===== config.mk =====
export PLATFORM = sky130hd
export DESIGN_NAME = fx2_stream_bridge
export DESIGN_NICKNAME = d
export VERILOG_FILES = /design/src/rtl/fx2_stream_bridge.sv
export SDC_FILE = /design/constraint.sdc
export NUM_CORES = 1
export LEC_CHECK = 0
export CORE_UTILIZATION = 32
export CTS_CLUSTER_SIZE = 25
export DETAILED_ROUTE_END_ITERATION = 10
export PLACE_DENSITY_LB_ADDON = 0.1
export SYNTH_ARGS = -nofsm -noshare
export SYNTH_HDL_FRONTEND = slang
export SYNTH_SLANG_ARGS = --single-unit

===== constraint.sdc =====
create_clock -name FIFO_CLK -period 4 [get_ports FIFO_CLK]
set_clock_uncertainty 0.15 [all_clocks]
set_input_delay 1 -clock FIFO_CLK [delete_from_list [all_inputs] [get_ports FIFO_CLK]]
set_output_delay 1 -clock FIFO_CLK [all_outputs]
set_load 0.02 [all_outputs]

===== src/rtl/fx2_stream_bridge.sv =====
// Bridge between the FX2 slave-FIFO port layer and user byte streams:
// receive drains FIFO2 combinationally, transmit is buffered and burst-written to FIFO4.
module fx2_stream_bridge #(
    parameter int TX_DEPTH  = 16,
    parameter int TX_THRESH = 8,
    parameter int PKT_MAX   = 512,
    parameter int TIMEOUT   = 255
) (
    input  logic       FIFO_CLK,
    input  logic       FIFO_RST,
    input  logic       FIFO2_data_available,
    input  logic       FIFO4_ready_to_accept_data,
    input  logic [7:0] FIFO_DATAIN,
    output logic [7:0] FIFO_DATAOUT,
    output logic       FIFO_RD,
    output logic       FIFO_WR,
    output logic       FIFO_PKTEND,
    output logic [1:0] FIFO_FIFOADR,
    output logic       FIFO_DATAIN_OE,
    output logic       FIFO_DATAOUT_OE,
    output logic [7:0] rx_data,
    output logic       rx_valid,
    input  logic       rx_ready,
    input  logic [7:0] tx_data,
    input  logic       tx_valid,
    output logic       tx_ready,
    input  logic       tx_flush
);

    localparam int AW = $clog2(TX_DEPTH);
    localparam int PW = $clog2(PKT_MAX);
    localparam int TW = 16;

    localparam logic [AW:0]   DEPTH_C  = TX_DEPTH[AW:0];
    localparam logic [AW:0]   THRESH_C = TX_THRESH[AW:0];
    localparam logic [TW-1:0] TMO_C    = TIMEOUT[TW-1:0];

    localparam logic [1:0] ADR_FIFO2 = 2'b00;
    localparam logic [1:0] ADR_FIFO4 = 2'b10;

    typedef enum logic [2:0] {
        S_IDLE,
        S_TURN_TX,
        S_TX,
        S_PKTEND,
        S_TURN_RX
    } state_t;

    state_t          state;
    logic [7:0]      mem [TX_DEPTH];
    logic [AW-1:0]   wr_ptr;
    logic [AW-1:0]   rd_ptr;
    logic [AW:0]     count;
    logic [AW:0]     count_next;
    logic [PW-1:0]   pkt_cnt;
    logic [PW-1:0]   pkt_next;
    logic [TW-1:0]   tmo_cnt;
    logic            flush_pend;
    logic            push;
    logic            pop;
    logic            pend;
    logic            go;

    assign tx_ready     = (count != DEPTH_C);
    assign push         = tx_valid & tx_ready;
    assign pop          = FIFO_WR;
    assign FIFO_DATAOUT = mem[rd_ptr];
    assign rx_data      = FIFO_DATAIN;

    assign pend = (count != '0) | (pkt_cnt != '0);
    assign go   = pend & FIFO4_ready_to_accept_data &
                  ((count >= THRESH_C) | (tmo_cnt == TMO_C) | flush_pend);

    // pkt_cnt wraps at PKT_MAX on its own; FX2 autocommits full packets.
    assign pkt_next = pop ? pkt_cnt + 1'b1 : pkt_cnt;

    // NOTE: every variable gets a default before the case so no path leaves it
    // unassigned; otherwise synthesis infers a latch.
    always_comb begin
        count_next = count;
        case ({push, pop})
            2'b10:   count_next = count + 1'b1;
            2'b01:   count_next = count - 1'b1;
            default: count_next = count;
        endcase
    end

    // Bus-facing strobes are decoded from state and live inputs so receive stays zero-latency.
    always_comb begin
        FIFO_RD         = 1'b0;
        FIFO_WR         = 1'b0;
        FIFO_PKTEND     = 1'b0;
        FIFO_FIFOADR    = ADR_FIFO2;
        FIFO_DATAIN_OE  = 1'b0;
        FIFO_DATAOUT_OE = 1'b0;
        rx_valid        = 1'b0;
        if (FIFO_RST) begin
            FIFO_DATAIN_OE = 1'b1;
        end else begin
            case (state)
                S_IDLE: begin
                    FIFO_DATAIN_OE = 1'b1;
                    rx_valid       = FIFO2_data_available & ~go;
                    FIFO_RD        = rx_valid & rx_ready;
                end
                S_TURN_TX: FIFO_FIFOADR = ADR_FIFO4;
                S_TX: begin
                    FIFO_FIFOADR    = ADR_FIFO4;
                    FIFO_DATAOUT_OE = 1'b1;
                    FIFO_WR         = (count != '0) & FIFO4_ready_to_accept_data;
                end
                S_PKTEND: begin
                    FIFO_FIFOADR = ADR_FIFO4;
                    FIFO_PKTEND  = 1'b1;
                end
                default: FIFO_FIFOADR = ADR_FIFO2;
            endcase
        end
    end

    // NOTE: the byte storage has no reset; pointers and count define what is valid,
    // so stale contents are never observed and the array can map to RAM.
    always_ff @(posedge FIFO_CLK) begin
        if (push) mem[wr_ptr] <= tx_data;
    end

    // NOTE: sequential state uses non-blocking assignments so every register
    // samples pre-edge values regardless of statement order.
    always_ff @(posedge FIFO_CLK) begin
        if (FIFO_RST) begin
            state      <= S_IDLE;
            wr_ptr     <= '0;
            rd_ptr     <= '0;
            count      <= '0;
            pkt_cnt    <= '0;
            tmo_cnt    <= '0;
            flush_pend <= 1'b0;
        end else begin
            if (push) wr_ptr <= wr_ptr + 1'b1;
            if (pop)  rd_ptr <= rd_ptr + 1'b1;
            count   <= count_next;
            pkt_cnt <= pkt_next;

            if (!pend || state == S_TX)  tmo_cnt <= '0;
            else if (tmo_cnt != TMO_C)   tmo_cnt <= tmo_cnt + 1'b1;

            // A flush with nothing pending self-clears on the next cycle.
            if (tx_flush)   flush_pend <= 1'b1;
            else if (!pend) flush_pend <= 1'b0;

            case (state)
                S_IDLE:    if (go) state <= S_TURN_TX;
                S_TURN_TX: state <= S_TX;
                S_TX: begin
                    if (!FIFO4_ready_to_accept_data)
                        state <= S_TURN_RX;
                    else if (count_next == '0)
                        state <= (pkt_next != '0) ? S_PKTEND : S_TURN_RX;
                end
                S_PKTEND: begin
                    pkt_cnt    <= '0;
                    flush_pend <= 1'b0;
                    state      <= S_TURN_RX;
                end
                S_TURN_RX: state <= S_IDLE;
                default:   state <= S_IDLE;
            endcase
        end
    end

endmodule


==> results of run 1 <==
==> through the flow <==
stage	instance area [um2]	hold WS [ps]	instances
after floorplan	7450	294	499
after global placement	8210	324	815
after detailed placement	8210	330	815
after CTS	8800	345	847
after global routing	8830	373	848
final	8830	332	848
==> power groups by stage <==
stage,sequential (mW),clock (mW),combinational [mW]
3_3_place_gp,2.02,0,0.229
2_1_floorplan,2.01,0,0.139
3_5_place_dp,2.02,0,0.232
6_report,1.98,1.65,0.231
4_1_cts,1.98,1.70,0.234
5_1_grt,1.98,1.76,0.252
==> registers in the layout, summed over array words and instances (netlist names), named ones only <==
| register | cells |
|---|---|
| state | 3 |
| count | 5 |
| mem | 128 |
| flush_pend | 1 |
| pkt_cnt | 9 |
| wr_ptr | 4 |
| tmo_cnt | 16 |
| rd_ptr | 4 |
==> final timing paths <==
kind | startpoint | slack [ps] | to | depth (start not counted)
hold / removal | flush_pend$_SDFFE_PP0P_ | 330 | flush_pend$_SDFFE_PP0P_ | 2
setup / recovery | count[2]$_SDFF_PP0_ | 130 | FIFO_RD | 7
hold reg to reg | flush_pend$_SDFFE_PP0P_ | 330 | flush_pend$_SDFFE_PP0P_ | 2
setup reg to reg | count[2]$_SDFF_PP0_ | 440 | state[2]$_SDFFE_PP0P_ | 13
==> synthesized netlist by cell type (all sizes together) (3+ instances only) <==
cell type    n
a21oi       11
and3         5
buf         16
clkbuf      14
dfxtp       46
edfxtp     128
ha          12
inv          8
mux2i        5
mux4        40
nand2       28
nand2b       7
nand3       10
nand3b       3
nand4        6
nor2        57
nor2b        6
nor3        11
nor3b        3
nor4b        3
o21ai        7
or3          6
or4          6
xnor2        9
xor2        16
==> layer usage <==
metal / up-vias / wire length [um]
li1: 2003 / -
met1: 2172 / 7460
met2: 71 / 8130
met3: 16 / 462
met4: 0 / 130
met5: - / 0
==> logic make-up after synthesis <==
logic type               after synthesis  share of synthesized area, %
adder cells (fa/ha/maj)               12                          2.02
other                                  1                        0.0503
AO/OA/AOI/OAI                         41                          4.18
multiplexers                          45                          12.8
XOR/XNOR                              25                          2.94
buffers and inverters                 38                          2.44
flip-flops                           174                          64.0
AND/OR/NAND/NOR                      163                          11.6
==> worst reg2reg max path, cell delays in order, from the launching register on <==
cell,delay (ps)
dfxtp_1,410
or4_4,590
o2111ai_4,200
inv_1,80
ha_1,230
xor2_1,170
ha_1,200
o211a_1,240
o311a_1,290
a311oi_1,330
nor4b_1,110
buf_4,150
o211a_1,200
o31a_1,90
==> repair_timing <==
action	in CTS	in global routing
cloned	0	1
gates resized for setup	3	0
endpoints found under the setup margin	2	1
==> layout make-up <==
type,instances,area share [%]
clock inverter,15,1.81
tap,285,4.04
inverter,8,0.340
sequential,174,54.0
timing repair buffer,62,6.58
clock buffer,17,4.82
multi-input combinational,287,28.4
==> results.yml, run 1 <==
power_and_ir_drop:
  intPower_mw: 2.95
  p_switching_mw: 0.911
  seqPwrFrac_pct: 51.2
  vdd_ir_drop_max_v: 0.000251
  clkPwrFrac_pct: 42.8
  pwr-share-comb_pct: 6.0
  swShare_pct: 23.6
  p_leak_nw: 2.92
  finalPower_mw: 3.86
  powerDensity_nw_per_um2: 438
global_routing:
  met3_usage_pct: 3.11
  grt_usage_pct: 14.5
  grt.met1_usage_pct: 18.1
  grt_overflow: 0
  grt_most_used_layer: "met2"
  antenna_found_initial: 0
  grt_use_met2_pct: 24.7
  grt_pass1_vias: 4450
  grt_max_degree: 33
  grt_pass1_wl_um: 25300
detailed_routing:
  routedWlPerCell_um: 19.1
  wl_um: 16200
  vias_per_cell: 5.03
  via_count: 4262
  dr.pass1.iters: 5
  drc_errors: 0
  drt_first_iter_violations: 211
  postRouteAntennaNets: 0
floorplan:
  core-area_um2: 22700
  num_rows: 55
  dieWidth_um: 155
  io_pins: 48
  dieArea_um2: 23900
  initial_core_util_pct: 32.8
  die_h_um: 155
clock_tree:
  cts_buffers: 17
  cts_tree: "done"
  worst_skew_pair.late_latency_ps: 420
  post_cts_buffers: 0
  path_clk_slew_ps: 70
  cts_max_path_buffers: 2
  cts_hold_repair.buffers: 0
  clock_sinks: 174
  ctsRootBufferMaster: "clkbuf_16"
  cts_htree_levels: 4
worst_setup_path:
  cpPeakStageDelay_ps: 590
  cp_cell_sequence: "or4_4, nor2_1, nand3_1, a31oi_2, and3b_1, and2_1, dlygate4sd2_1"
  crit_arrival_ps: 2720
  start_kind: "flop"
  slowest_stage: "or4_4"
  crit_path_end_kind: "output pin"
  crit_family: "simple AND/OR/NAND/NOR gates"
  cp_num_buf_inv: 1
  cp.required_ps: 2850
  critPathMaxFanout: 10
  worstSetupPathType: "reg2out"
yosys:
  avgSynthCellArea_um2: 14.9
  synth_area_um2: 7450
  ys_async_sr_fraction_pct: 0
  postSynthCellCount: 499
  ys.flop_type: "edfxtp_1"
  seq_area_frac_synth_pct: 64.0
  ys_types: 62
  synth_top_area_share_pct: 51.6
  synth-seq-cells: 174
  syn_nets: 534
  synth_edf_count: 128
  ys_top_cells_by_area: "edfxtp_1 52%, dfxtp_1 12%, mux4_2 12%, nor2_1 2.8%, ha_1 2.0%"
  ys_warn_count: 0
  post-synth-top-area-cell: "edfxtp_1"
timing:
  hold_viol_final: 0
  rsz0062_at_grt: "false"
  slew_headroom_pct: 41.5
  fin_ws_ps: 129
  finalSetupViolations: 0
  slew_violations: 0
  layout_min_cycle_time_ps: 3870
  worst_pin_slew_ps: 875
  fin_tns_setup_ps: 0
  timing.fmax_ghz: 0.258
  fin_crit_sh_pct: 96.8
final_layout:
  fin_nets: 585
  fin_util_pct: 38.9
  regArea_um2: 4770
  final_cell_mix: "128 x edfxtp_1, 56 x nor2_1, 45 x dfxtp_1, 40 x mux4_2, 29 x buf_4"
  drive_above_1_share_pct: 21.7
  final_common_cell: "edfxtp_1"
  multi_input_area_um2: 2510
  nFillCells: 2138
  diodes: 0
  area_growth_pct: 18.5
place:
  io_buffers: 30
  dp_hpwl_um: 10500
  routabilityCongestion: 0.768
  pre_cts_slack_ps: -46.2
run_status:
  status: "completed"
min_path:
  hold_path_class: "reg2reg"
run:
  drv_cap: 0
(Power assumes the default switching activity.)
==> inputs of run 2 (changes only) <==
--- a/config.mk
+++ b/config.mk
@@ -8,7 +8,7 @@
 export CORE_UTILIZATION = 32
 export CTS_CLUSTER_SIZE = 25
 export DETAILED_ROUTE_END_ITERATION = 10
-export PLACE_DENSITY_LB_ADDON = 0.1
+export PLACE_DENSITY_LB_ADDON = 0.25
 export SYNTH_ARGS = -nofsm -noshare
 export SYNTH_HDL_FRONTEND = slang
 export SYNTH_SLANG_ARGS = --single-unit
==> run 2 against run 1 <==
  * Count of clock-buffer cells in the layout rose by 1
  * Worst setup slack improved by 22 ps
  * Global-route usage fell by 1.9 points
  * Wire length fell by 12%
  * Sequential cell count did not move
  * Critical path type unchanged
  * Fmax rose by 0.57%
  * Sequential share of layout area rose by 0.43 points
  * Critical endpoint unchanged
==> results.yml, run 2 (same netlist as run 1, synthesis figures left out) <==
place:
  placedCellCount: 809
  dp_hpwl_um: 9900
  routabilityCongestion: 0.835
  io_buffers: 30
timing:
  hold_viol_final: 0
  timing.fmax_ghz: 0.260
  slew_violations: 0
  worst_pin_slew_ps: 809
  fin_tns_setup_ps: 0
  layout_min_cycle_time_ps: 3850
  fin_crit_sh_pct: 96.2
  rsz0062_at_grt: "false"
  finalSetupViolations: 0
  slew_headroom_pct: 46.0
min_path:
  hold_path_class: "reg2reg"
worst_setup_path:
  slowest_stage: "or4_1"
  r2r_cells: 13
  cp.required_ps: 2850
  worstSetupPathType: "reg2out"
  start_kind: "flop"
  startpoint: "tmo_cnt[0]$_SDFFE_PP0N_"
  crit_arrival_ps: 2700
  critPathMaxFanout: 4
  r2r_start: "count[2]$_SDFF_PP0_"
  endpoint: "FIFO_RD"
  rr_endpoint: "state[2]$_SDFFE_PP0P_"
  cpPeakStageDelay_ps: 420
  cp_cell_sequence: "ha_1, and4_1, nor4b_4, or4_1, a31oi_1, and3b_1, and2_1, clkdlybuf4s15_1"
  crit_path_end_kind: "output pin"
  r2r_setup_slack_ps: 310
clock_tree:
  cts_hold_repair.buffers: 0
  cts_buffers: 17
  clock_sinks: 174
  post_cts_buffers: 0
  cts_tree: "done"
  ctsRootBufferMaster: "clkbuf_16"
  cts_htree_levels: 4
  worst_skew_pair.late_latency_ps: 410
  path_clk_slew_ps: 70
  cts_max_path_buffers: 2
final_layout:
  nFillCells: 2112
  diodes: 0
  area_growth_pct: 17.6
  final_cell_mix: "128 x edfxtp_1, 56 x nor2_1, 45 x dfxtp_1, 40 x mux4_2"
  fin_nets: 578
  drive_above_1_share_pct: 20.5
  top_register: "mem"
  regArea_um2: 4770
  multi_input_area_um2: 2500
  final_common_cell: "edfxtp_1"
  largest_register_ffs: 128
  stdcell_count: 841
  top_regs: "mem: 128 flops, tmo_cnt: 16 flops, pkt_cnt: 9 flops"
detailed_routing:
  routedWlPerCell_um: 16.9
  via_count: 4150
  drc_errors: 0
  vias_per_cell: 4.93
  postRouteAntennaNets: 0
  drt_first_iter_violations: 248
  wl_um: 14200
  dr.pass1.iters: 5
power_and_ir_drop:
  pwr-share-comb_pct: 5.9
  clkPwrFrac_pct: 41.8
  powerDensity_nw_per_um2: 432
  swShare_pct: 23.5
  p_leak_nw: 2.86
  seqPwrFrac_pct: 52.3
  intPower_mw: 2.90
  p_switching_mw: 0.889
  vdd_ir_drop_max_v: 0.000226
floorplan:
  dieWidth_um: 155
  initial_core_util_pct: 32.8
  num_rows: 55
  io_pins: 48
  core-area_um2: 22700
  dieArea_um2: 23900
  die_h_um: 155
global_routing:
  grt_pass1_wl_um: 22900
  antenna_found_initial: 0
  grt_overflow: 0
  grt_pass1_vias: 4141
  grt_max_degree: 33
  grt_usage_pct: 12.5
run:
  drv_cap: 0
run_status:
  status: "completed"
==> run 2: layer usage <==
metal / track usage [%] / vias up / wire (um)
met5: 0 / - / 0
met4: 3.72 / 0 / 59
met3: 2.55 / 4 / 444
met2: 21.2 / 85 / 7150
met1: 16.2 / 2078 / 6560
li1: - / 1983 / -
==> run 2: critical path, delay by kind of cell (launching register included) <==
kind | cells | cell delay [ps]
DFF | 1 | 340
buffers and inverters | 1 | 310
adders and majority gates | 1 | 250
and+or+nand+nor | 5 | 1130
AOI/OAI and AO/OA | 1 | 260
==> run 2: how the worst min path moves through the flow <==
stage | startpoint | slack (ps) | cells past startpoint | to
6_report | flush_pend$_SDFFE_PP0P_ | 340 | 2 | flush_pend$_SDFFE_PP0P_
5_1_grt | flush_pend$_SDFFE_PP0P_ | 400 | 2 | flush_pend$_SDFFE_PP0P_
4_1_cts | flush_pend$_SDFFE_PP0P_ | 350 | 2 | flush_pend$_SDFFE_PP0P_
3_5_place_dp | flush_pend$_SDFFE_PP0P_ | 340 | 2 | flush_pend$_SDFFE_PP0P_
3_3_place_gp | tmo_cnt[15]$_SDFFE_PP0N_ | 320 | 2 | tmo_cnt[15]$_SDFFE_PP0N_
2_1_floorplan | flush_pend$_SDFFE_PP0P_ | 290 | 2 | flush_pend$_SDFFE_PP0P_
==> run 2: layout make-up <==
class / instances / share of cell area, %
sequential: 174 / 54.4
multi-input combinational: 287 / 28.6
timing repair buffer: 55 / 5.99
clock buffer: 18 / 4.90
tap: 285 / 4.07
clock inverter: 14 / 1.70
inverter: 8 / 0.343
==> run 2: per-stage QoR <==
step	power [mW]	util, %	cell area, um2	worst slack [ps]	hold WS, ps
after CTS	3.84	38.6	8760	85.7	354
final	3.78	38.6	8760	151	345
after global routing	3.93	38.6	8760	21.2	396
after global placement	2.24	36.0	8180	71.6	319
after detailed placement	2.25	36.0	8180	-68.6	339
after floorplan	2.15	-	7450	53.2	294
==> run 2: what timing repair did <==
action / 4_1_cts / 5_1_grt
setup endpoints to repair: 2 / 1
gates cloned: 0 / 0
resized for setup: 2 / 1
hold endpoints to repair: 0 / 0
pin swaps: 0 / 0
==> run 2: power by group through the flow <==
stage          sequential (mW)  combinational (mW)  clock (mW)
4_1_cts                   1.98               0.227        1.63
2_1_floorplan             2.01               0.139           0
3_5_place_dp              2.02               0.227           0
5_1_grt                   1.98               0.244        1.70
3_3_place_gp              2.02               0.223           0
6_report                  1.98               0.223        1.58
==> inputs of run 3 (changes only) <==
--- a/config.mk
+++ b/config.mk
@@ -6,6 +6,7 @@
 export NUM_CORES = 1
 export LEC_CHECK = 0
 export CORE_UTILIZATION = 32
+export CTS_CLUSTER_DIAMETER = 60
 export CTS_CLUSTER_SIZE = 25
 export DETAILED_ROUTE_END_ITERATION = 10
 export PLACE_DENSITY_LB_ADDON = 0.25
==> results of run 3 <==
Final layout, timing and power as in run 2 (identical DEF).
